==> config.mk <==
export PLATFORM = sky130hd
export DESIGN_NAME = ex_mem_reg
export DESIGN_NICKNAME = d
export VERILOG_FILES = /design/src/rtl/dlx_pkg.sv /design/src/rtl/ex_mem_reg_store_align.sv /design/src/rtl/ex_mem_reg.sv
export SDC_FILE = /design/constraint.sdc
export NUM_CORES = 1
export LEC_CHECK = 0
export CAP_MARGIN = 20
export CORE_MARGIN = 3
export CORE_UTILIZATION = 45
export CTS_BUF_LIST = sky130_fd_sc_hd__clkbuf_2 sky130_fd_sc_hd__clkbuf_4 sky130_fd_sc_hd__clkbuf_8
export DETAILED_ROUTE_END_ITERATION = 6
export PLACE_DENSITY = 0.94
export SYNTH_ARGS = -nofsm -noshare
export SYNTH_HDL_FRONTEND = slang
export SYNTH_SLANG_ARGS = --single-unit
==> constraint.sdc <==
create_clock -name clk -period 2.61 [get_ports clk]
set_input_delay 0.261 -clock clk [delete_from_list [all_inputs] [get_ports clk]]
set_output_delay 0.261 -clock clk [all_outputs]
set_load 0.005 [all_outputs]
==> src/rtl/dlx_pkg.sv <==
// Shared DLX pipeline definitions: access widths, byte-lane patterns
// and the EX/MEM control bundle.
package dlx_pkg;

    localparam logic [1:0] WIDTH_BYTE = 2'b00;
    localparam logic [1:0] WIDTH_HALF = 2'b01;
    localparam logic [1:0] WIDTH_WORD = 2'b10;

    localparam logic [3:0] BE_NONE = 4'b0000;
    localparam logic [3:0] BE_BYTE = 4'b0001;
    localparam logic [3:0] BE_HALF = 4'b0011;
    localparam logic [3:0] BE_WORD = 4'b1111;

    typedef enum logic [1:0] {
        W_BYTE = 2'b00,
        W_HALF = 2'b01,
        W_WORD = 2'b10
    } width_e;

    typedef struct packed {
        logic mem2reg;
        logic mem_read;
        logic mem_write;
        logic reg_write;
        logic sign_flag;
        logic valid;
    } ctrl_t;

    // Both 10 and 11 encode a word access.
    function automatic width_e width_kind(input logic [1:0] w);
        if (w[1])
            return W_WORD;
        else if (w[0])
            return W_HALF;
        else
            return W_BYTE;
    endfunction

endpackage

==> src/rtl/ex_mem_reg_store_align.sv <==
// Store-lane replication, byte-enable generation and misalignment
// detection for the EX/MEM boundary; purely combinational.
module store_align
    import dlx_pkg::*;
#(
    parameter int DATA_W = 32
) (
    input  logic [DATA_W-1:0] data,
    input  logic [1:0]        addr,
    input  logic [1:0]        width,
    input  logic              access,
    output logic [DATA_W-1:0] lane_data,
    output logic [3:0]        byte_en,
    output logic              misaligned
);

    width_e kind;
    logic   raw_mis;

    assign kind = width_kind(width);

    always_comb begin
        lane_data = data;
        byte_en   = BE_WORD;
        raw_mis   = 1'b0;
        unique case (kind)
            W_BYTE: begin
                lane_data = {(DATA_W/8){data[7:0]}};
                byte_en   = BE_BYTE << addr;
            end
            W_HALF: begin
                lane_data = {(DATA_W/16){data[15:0]}};
                byte_en   = BE_HALF << {addr[1], 1'b0};
                raw_mis   = addr[0];
            end
            default: begin
                raw_mis = |addr;
            end
        endcase
    end

    // Only a real memory access can be misaligned.
    assign misaligned = raw_mis & access;

endmodule

==> src/rtl/ex_mem_reg.sv <==
// EX/MEM pipeline register with store alignment, misaligned-access
// squash, sticky halt and a retired-instruction counter.
module ex_mem_reg
    import dlx_pkg::*;
#(
    parameter int DATA_W = 32,
    parameter int REG_W  = 5
) (
    input  logic              clk,
    input  logic              i_reset,
    input  logic              i_step,
    input  logic              i_flush,
    input  logic              i_valid,
    input  logic [DATA_W-1:0] i_alu_result,
    input  logic [DATA_W-1:0] i_store_data,
    input  logic [REG_W-1:0]  i_write_reg,
    input  logic              i_mem2Reg,
    input  logic              i_memRead,
    input  logic              i_memWrite,
    input  logic              i_regWrite,
    input  logic              i_sign_flag,
    input  logic              i_halt,
    input  logic [1:0]        i_width,
    output logic [DATA_W-1:0] o_alu_result,
    output logic [DATA_W-1:0] o_store_data,
    output logic [REG_W-1:0]  o_write_reg,
    output logic              o_mem2Reg,
    output logic              o_memRead,
    output logic              o_memWrite,
    output logic              o_regWrite,
    output logic              o_sign_flag,
    output logic              o_valid,
    output logic [1:0]        o_width,
    output logic [3:0]        o_byte_en,
    output logic              o_misaligned,
    output logic              o_halt,
    output logic [31:0]       o_retired_cnt
);

    logic [DATA_W-1:0] lane_data;
    logic [3:0]        lane_be;
    logic              mis;
    logic              access;
    logic              bubble;
    logic              take;
    ctrl_t             ctrl_d;
    logic [3:0]        be_d;

    assign access = (i_memRead | i_memWrite) & i_valid;

    store_align #(
        .DATA_W(DATA_W)
    ) u_align (
        .data      (i_store_data),
        .addr      (i_alu_result[1:0]),
        .width     (i_width),
        .access    (access),
        .lane_data (lane_data),
        .byte_en   (lane_be),
        .misaligned(mis)
    );

    // Once halted, everything after the halt enters MEM as a bubble.
    assign bubble = i_flush | o_halt;
    assign take   = ~bubble & i_valid;

    always_comb begin
        ctrl_d = '0;
        be_d   = BE_NONE;
        if (!bubble) begin
            ctrl_d.mem2reg   = i_mem2Reg;
            ctrl_d.mem_read  = i_memRead & ~mis;
            ctrl_d.mem_write = i_memWrite & ~mis;
            ctrl_d.reg_write = i_regWrite & ~mis;
            ctrl_d.sign_flag = i_sign_flag;
            ctrl_d.valid     = i_valid;
            be_d             = mis ? BE_NONE : lane_be;
        end
    end

    always_ff @(posedge clk or negedge i_reset) begin
        if (!i_reset) begin
            o_alu_result <= '0;
            o_store_data <= '0;
            o_write_reg  <= '0;
            o_width      <= '0;
        end else if (!i_step) begin
            o_alu_result <= i_alu_result;
            o_store_data <= lane_data;
            o_write_reg  <= i_write_reg;
            o_width      <= i_width;
        end
    end

    always_ff @(posedge clk or negedge i_reset) begin
        if (!i_reset) begin
            o_mem2Reg    <= 1'b0;
            o_memRead    <= 1'b0;
            o_memWrite   <= 1'b0;
            o_regWrite   <= 1'b0;
            o_sign_flag  <= 1'b0;
            o_valid      <= 1'b0;
            o_byte_en    <= BE_NONE;
            o_misaligned <= 1'b0;
        end else if (!i_step) begin
            o_mem2Reg    <= ctrl_d.mem2reg;
            o_memRead    <= ctrl_d.mem_read;
            o_memWrite   <= ctrl_d.mem_write;
            o_regWrite   <= ctrl_d.reg_write;
            o_sign_flag  <= ctrl_d.sign_flag;
            o_valid      <= ctrl_d.valid;
            o_byte_en    <= be_d;
            o_misaligned <= ~bubble & mis;
        end
    end

    always_ff @(posedge clk or negedge i_reset) begin
        if (!i_reset) begin
            o_halt        <= 1'b0;
            o_retired_cnt <= '0;
        end else if (!i_step && take) begin
            o_retired_cnt <= o_retired_cnt + 32'd1;
            if (i_halt)
                o_halt <= 1'b1;
        end
    end

endmodule

; Yosys cells after proc, flatten, opt, wreduce, memory -nomap -nowiden
; Cells that the tools add are included.
[totals]
reg_bits = 115
latchBits = 0
ramBits = 0
mem_bits_ro = 0
inputBits = 82
output_inout_bits = 115
memories = 0
[classes]
add_sub_neg = 1
n_mul = 0
div_mod_pow = 0
magnitude_cmp = 0
eq_ne = 1
shift = 2
mux = 8
n_bitwise = 11
reduce_logical = 5
[ops]
columns = op, count
row1 = 32-bit case mux with 2 select lines, 1
row2 = 32-bit by 1-bit adder with 32-bit output (second input constant), 1
row3 = 4-bit two-way mux, 2
row4 = 4-bit case mux with 2 select lines, 1
row5 = 1-bit AND, 7
row6 = 6-bit two-way mux, 1
row7 = 1-bit by 2-bit left shift with 4-bit output (first input constant), 1
row8 = 2-bit by 2-bit left shift with 4-bit output (first input constant), 1
row9 = 2-bit by 1-bit == test with 1-bit output (second input constant), 1
row10 = 2-bit zero test, 1
row11 = 2-bit two-way mux, 1
row12 = 1-bit NOT, 2
row13 = 1-bit bitwise OR, 2
row14 = 1-bit case mux with 2 select lines, 1
row15 = 2-bit AND reduction, 1
row16 = 2-bit OR reduction, 1
row17 = 1-bit logical AND, 1
row18 = 1-bit zero test, 1
row19 = 1-bit two-way mux, 1

; Longest topological paths before layout
; Gate-level depths: netlist of run 1.
[depth]
ltp_word = 8
depth_mapped = 6
depth_no_buf = 5

; Modules after synthesis
; From an unflattened synthesis of run 1, not the netlist that was laid out.
[hier_totals]
hier_cells = 382
area_unflattened_um2 = 5144.9
[by_module_without_submodules]
columns = mod, instances, cells_per_inst, area_per_inst_um2, seq_area_each_um2
row1 = ex_mem_reg, 1, 319, 4611.9, 2877.8
row2 = store_align, 1, 63, 533.0, 0.0

; Least setup slack after synthesis of run 1
; Ideal clock, no wire load.
[synth_path]
path_kind = reg2reg
from = register o_halt
to = register o_retired_cnt[25]
t_arrival_ns = 2.118
required_ns = 2.531
path_slack_ns = 0.413
path_stages_with_launch = 7
path_buffers = 2
period_less_slack_ns = 2.197
cell_sequence = dfrtp_1 or4b_1 buf_2 or4_4 buf_6 nor4_4 xor2_1
[synth_between]
elab_chain_cells = 4
[synth_rtl]
columns = item, line
row1 = from (decl), ex_mem_reg.sv:36  ; output logic o_halt,
row2 = from (signal assigned), ex_mem_reg.sv:119  ; o_halt <= 1'b0;
row3 = from (signal assigned), ex_mem_reg.sv:124  ; o_halt <= 1'b1;
row4 = 1-bit bitwise OR, ex_mem_reg.sv:64  ; assign bubble = i_flush | o_halt;
row5 = 1-bit NOT, ex_mem_reg.sv:65  ; assign take = ~bubble & i_valid;
row6 = 1-bit AND, ex_mem_reg.sv:65
row7 = 1-bit logical AND, ex_mem_reg.sv:121  ; end else if (!i_step && take) begin
row8 = to (signal assigned), ex_mem_reg.sv:122  ; o_retired_cnt <= o_retired_cnt + 32'd1;
row9 = to (decl), ex_mem_reg.sv:37  ; output logic [31:0] o_retired_cnt
; No other way between the ends.
; A chain may end at the register's enable or synchronous reset.

; Final worst setup path of run 1
[layout_path]
from = register o_halt
to = register o_retired_cnt[19]
; Same word-level chain as after synthesis.

==> impl_metrics.ini, run 1 <==
[drt]
drc = 0
wire_per_inst_um = 18.0
antenna_left = 0
drtPass1Iterations = 4
num_vias = 4028
drt_iter0_markers = 200
vias_per_cell = 5.33
wirelength_mm = 13.6

[global_routing]
grt_overflow = 0
grt_usage_pct = 22.9
grt_antenna_before_repair = 0
grt_max_degree = 59
grt_pass1_vias = 4242
grt_pass1_wl_mm = 21.2

[layout]
n_antenna_cell = 0
final_nets = 690
final_cell_mix = clkdlybuf4s50_1 (194), dfrtp_1 (115), mux2_2 (46)
largestRegisters = o_alu_result: 32 flops, o_retired_cnt: 32 flops, o_store_data: 32 flops
final_common_cell = clkdlybuf4s50_1
synthToLayoutAreaGrowth_pct = 53.7
drive_gt1_share_pct = 16.0

[clocking]
ctsLongestPathBuffers = 2
cts_resized = 0
cts_sinks = 115
htree_levels = 4
numCtsBuffers = 17
clock-root-buffer = clkbuf_8
clock_latency_ns = 0.41
clkTransAtPathRegs_ns = 0.07
cts_tree = yes

[timing]
fmax_mhz = 457
finalCriticalPeriod_ns = 2.19
period_share_pct = 83.8
tightest_slew_ns = 0.754
finalSetupViolations = 0
maxSlewHeadroom_pct = 49.7
finClkSkew_ns = 0.00749
finalHoldViolations = 0
tns_ns = 0
slew_viol_final = 0
holdWs_ns = 0.320
post-route-worst-setup-slack_ns = 0.423
rsz0062_at_grt = false

[logic_synthesis]
synth_top_area_share_pct = 58.9
synth_top_cells_by_area = dfrtp_1 (59%), mux2_2 (11%), mux2i_1 (4.9%)
syn-num-nets = 481
yosysSeqAreaShare_pct = 58.9
yosysUniqueCellTypes = 33
synth-warning-count = 0
yosysTopAreaCell = dfrtp_1
avgSynthCellArea_um2 = 12.3
synth_seq_cells = 115
syn_area_mm2 = 0.00488
synth_cells = 398

[critical_path]
criticalPathCategory = reg2reg
critPathCaptureType = flop
arrival_ns = 2.52
crit_chain = or4b_1, or4_4, nor3_1, xor2_1
path_buf_inv = 0
cp.required_ns = 2.94
path_max_fanout = 8
crit_slowest_cell = or4_4
slowest_delay_ns = 0.64
crit_family = simple AND/OR/NAND/NOR gates
start_kind = flop

[pwr]
netSwitchingPower_mw = 1.10
seq_power_share_pct = 43.6
p_int_mw = 3.63
pwr_density_cell_mw_per_mm2 = 631
p_clk_share_pct = 39.2
p_comb_share_pct = 17.1
p_leak_nw = 3.23
power.share.switching_pct = 23.3
peakVddDrop_uv = 386

[floorplanning]
initial_core_util_pct = 46.7
num_rows = 37
die_h_um = 110
core_area_mm2 = 0.0105
die_width_um = 110
die_area_mm2 = 0.0121
pin_count = 197

[status]
status = finished clean

[place]
gp_congestion = 0.831
port-buffer-count = 196
dp_hpwl_mm = 9.93
dp_slack_ns = 0.142

[flow_run]
max_cap_viol_count = 0

[worst_hold_path]
worstHoldPathType = in2reg
==> per-stage QoR <==
| stage | total power [mW] | util (%) | cells | area [um^2] |
|---|---|---|---|---|
| 2_1_floorplan | 2.33 | - | 398 | 4880 |
| 3_3_place_gp | 2.88 | 67.3 | 723 | 7040 |
| 3_5_place_dp | 2.91 | 67.3 | 723 | 7040 |
| 4_1_cts | 4.79 | 71.7 | 756 | 7510 |
| 5_1_grt | 4.94 | 71.7 | 756 | 7510 |
| 6_report | 4.73 | 71.7 | 756 | 7510 |
==> cell usage after synthesis <==
library cell,n
nand3_1,9
and3_1,2
nor2_1,14
mux2i_1,24
xor2_1,10
buf_1,7
or4_4,1
nor2b_1,1
nor3_1,7
nor4b_1,1
or3_1,1
nand4_1,15
o21bai_1,2
dfrtp_1,115
and4_1,2
buf_2,1
and2_1,2
a22o_1,10
buf_6,1
nor4_4,2
nor4_2,2
xnor2_1,21
nand2_1,41
nand2b_1,1
ha_1,1
mux2_2,46
clkbuf_1,12
inv_1,5
a21o_1,3
o21ai_0,26
a21oi_1,9
nor4_1,3
or4b_1,1
==> repair_timing <==
item / CTS / global route
endpoints found under the hold margin: 57 / 0
buffers inserted: 0 / 0
hold buffers: 1 / 0
==> metal layers <==
layer	share of wire [%]	track usage [%]	wire, um
met5	0	0	0
met4	3.5	10.8	469
met3	7.2	7.16	975
met2	52	39.8	7070
met1	37	25.5	5070
==> worst reg2reg max path: cells and delay by family, from the launching register on <==
kind          cells  cell delay, ns
flops             1            0.42
xor+xnor          1            0.19
simple gates      3            1.49
==> power by group through the flow <==
stage	sequential, mW	combinational [mW]	clock (mW)
global route	2.09	0.878	1.98
global placement	2.08	0.791	0
detailed placement	2.10	0.817	0
CTS	2.07	0.824	1.89
floorplan	2.10	0.230	0
finish	2.07	0.812	1.86
==> logic make-up (layout without fill, tap and decap cells) <==
family	after synthesis	count (layout)	share of synthesized area, %
fa+ha+maj	1	1	0.256
buf+inv	26	248	2.18
mux	70	70	15.5
compound gates	50	50	6.15
simple gates	105	105	11.4
xor+xnor	31	31	5.56
flops	115	115	58.9
==> area by class of cell <==
type                       instances  area, um^2
clock buffer                      23         304
inverter                           5        18.8
multi-input combinational        257        1900
tap                              136         170
fill                             746        2960
clock inverter                     9         150
timing repair buffer             211        2080
sequential                       115        2880
==> worst paths after layout <==
path                                                      end  slack, ns                    startpoint  depth (start not counted)
max in group asynchronous        o_alu_result[15]$_DFFE_PN0N_       1.39                       i_reset                          3
worst min-delay path                      o_valid$_DFFE_PN0N_       0.32                        i_step                          4
worst max-delay path            o_retired_cnt[19]$_DFFE_PN0P_       0.42            o_halt$_DFFE_PN0P_                          4
worst max register to register  o_retired_cnt[19]$_DFFE_PN0P_       0.42            o_halt$_DFFE_PN0P_                          4
min in group asynchronous        o_alu_result[27]$_DFFE_PN0N_       0.47                       i_reset                          2
worst min register to register   o_store_data[15]$_DFFE_PN0N_       0.49  o_store_data[15]$_DFFE_PN0N_                          2
Note: power is estimated with default switching activity, not from simulation.
==> run 2: changes to the inputs <==
CORE_UTILIZATION = 40   (was 45)
PLACE_DENSITY = 0.89   (was 0.94)
clock period = 1.95 ns   (was 2.61 ns; I/O delays follow)
==> impl_metrics.ini, run 2 (synthesis results as in run 1) <==
[floorplanning]
core_area_mm2 = 0.0117
pin_count = 197
num_rows = 39
initial_core_util_pct = 41.9
die_h_um = 117
die_width_um = 117
die_area_mm2 = 0.0136

[layout]
synthToLayoutAreaGrowth_pct = 57.1
final_common_cell = clkdlybuf4s50_1
final_core_util_pct = 65.8
final_cell_mix = clkdlybuf4s50_1 (194), dfrtp_1 (115), mux2_2 (46)
fill_cells = 833
final_nets = 706
largestRegisters = o_alu_result: 32 flops, o_retired_cnt: 32 flops, o_store_data: 32 flops
drive_gt1_share_pct = 18.9
n_antenna_cell = 0

[global_routing]
grt_overflow = 0
grt_use_met3_pct = 7.88
grtUsageMet1_pct = 24.0
grt_antenna_before_repair = 0
grt_usage_pct = 21.5
busiest_layer = met2
grt_pass1_vias = 4354
grt_max_degree = 56
grt_pass1_wl_mm = 22.2
use_met2_pct = 37.3

[worst_hold_path]
hold_path.startpoint = i_step
worstHoldPathType = in2reg
whs_endpoint = o_valid$_DFFE_PN0N_
hold_depth = 4

[critical_path]
timing.reg2reg.setup_slack_ns = -0.11
criticalPathCategory = reg2reg
path_max_fanout = 7
slowest_delay_ns = 0.63
crit_slowest_cell = or4_4
crit_chain = or4b_4, or4_4, buf_12, nor4_4, xor2_1
critPathCaptureType = flop
cp.required_ns = 2.30
reg2regPathDepth = 5
path_buf_inv = 1
arrival_ns = 2.41
path_depth = 5
r2r-start = o_halt$_DFFE_PN0P_
crit_family = simple AND/OR/NAND/NOR gates
worstReg2RegEnd = o_retired_cnt[23]$_DFFE_PN0P_
start_kind = flop

[clocking]
cts_tree = yes
clock_latency_ns = 0.43
numCtsBuffers = 17
htree_levels = 4
clkTransAtPathRegs_ns = 0.07
clock-root-buffer = clkbuf_8
ctsLongestPathBuffers = 2
cts_sinks = 115

[timing]
finalHoldViolations = 0
post-route-worst-setup-slack_ns = -0.114
slew_viol_final = 0
rsz0062_at_grt = true
finalCriticalPeriod_ns = 2.06
finClkSkew_ns = 0.00525
tns_ns = -0.473
period_share_pct = 106
fmax_mhz = 484
maxSlewHeadroom_pct = 56.1
finalSetupViolations = 6
tightest_slew_ns = 0.659

[drt]
wirelength_mm = 14.2
wire_per_inst_um = 18.3
antenna_left = 0
num_vias = 4033
drc = 0
drt_iter0_markers = 222
vias_per_cell = 5.18
drtPass1Iterations = 4

[place]
port-buffer-count = 196
gp_congestion = 0.843
dp_hpwl_mm = 10.5

[status]
violations = setup timing
status = complete, but fails checks

[pwr]
seq_power_share_pct = 44.6
p_int_mw = 4.63
pwr_density_cell_mw_per_mm2 = 802
p_leak_nw = 3.37
p_clk_share_pct = 36.1
peakVddDrop_uv = 649
netSwitchingPower_mw = 1.53
power.share.switching_pct = 24.9
p_comb_share_pct = 19.3

[flow_run]
max_cap_viol_count = 0
-- run 2: worst reg2reg max path: stages, from the launching register on --
cell	delay [ns]
dfrtp_1	0.39
or4b_4	0.50
or4_4	0.63
buf_12	0.18
nor4_4	0.13
xor2_1	0.17
-- run 2: worst max-delay path by stage --
stage                                  start                       endpoint  slack [ns]
after floorplan           o_halt$_DFFE_PN0P_  o_retired_cnt[21]$_DFFE_PN0P_       -0.17
final                     o_halt$_DFFE_PN0P_  o_retired_cnt[23]$_DFFE_PN0P_       -0.11
after CTS                 o_halt$_DFFE_PN0P_  o_retired_cnt[17]$_DFFE_PN0P_       -0.12
after detailed placement             i_flush  o_retired_cnt[27]$_DFFE_PN0P_       -0.43
after global routing      o_halt$_DFFE_PN0P_  o_retired_cnt[25]$_DFFE_PN0P_       -0.16
after global placement               i_flush  o_retired_cnt[17]$_DFFE_PN0P_       -0.35
-- run 2: what timing repair did --
item                                   CTS  global route
hold buffers                             1             0
buffers inserted                         2             2
setup endpoints to repair               10            13
resized for setup                        3             6
pin swaps                                6             4
endpoints found under the hold margin   30             0
-- run 2: area by class of cell --
type	instances	area (um^2)	share of cell area, %
flip-flops and latches	115	2880	37.5
well taps	143	179	2.33
repair buffers	227	2230	29.1
clock buffers	22	297	3.86
clock inverters	9	104	1.35
multi-input cells	257	1970	25.6
inverters	5	18.8	0.244
-- run 2: routing by layer --
metal / part of all wire, % / vias to the layer above
met1: 37 / 2000
met3: 7.6 / 29
met2: 53 / 148
met4: 2.6 / 0
met5: 0 / -
li1: - / 1856
-- run 2: per-stage QoR --
| step | cell area [um^2] | instances | setup slack (ns) | power (mW) | hold slack [ns] |
|---|---|---|---|---|---|
| 2_1_floorplan | 4910 | 398 | -0.169 | 3.11 | -0.101 |
| 3_3_place_gp | 7170 | 742 | -0.349 | 3.92 | 0.172 |
| 3_5_place_dp | 7170 | 742 | -0.432 | 3.97 | 0.173 |
| 4_1_cts | 7610 | 776 | -0.117 | 6.22 | 0.189 |
| 5_1_grt | 7680 | 778 | -0.163 | 6.43 | 0.223 |
| 6_report | 7680 | 778 | -0.114 | 6.16 | 0.243 |
-- run 2: power groups by stage --
stage,clock network (mW),registers (mW),logic (mW)
after floorplan,0,2.80,0.309
after global placement,0,2.77,1.16
after detailed placement,0,2.78,1.19
after CTS,2.27,2.74,1.20
after global routing,2.38,2.77,1.28
final,2.22,2.75,1.19
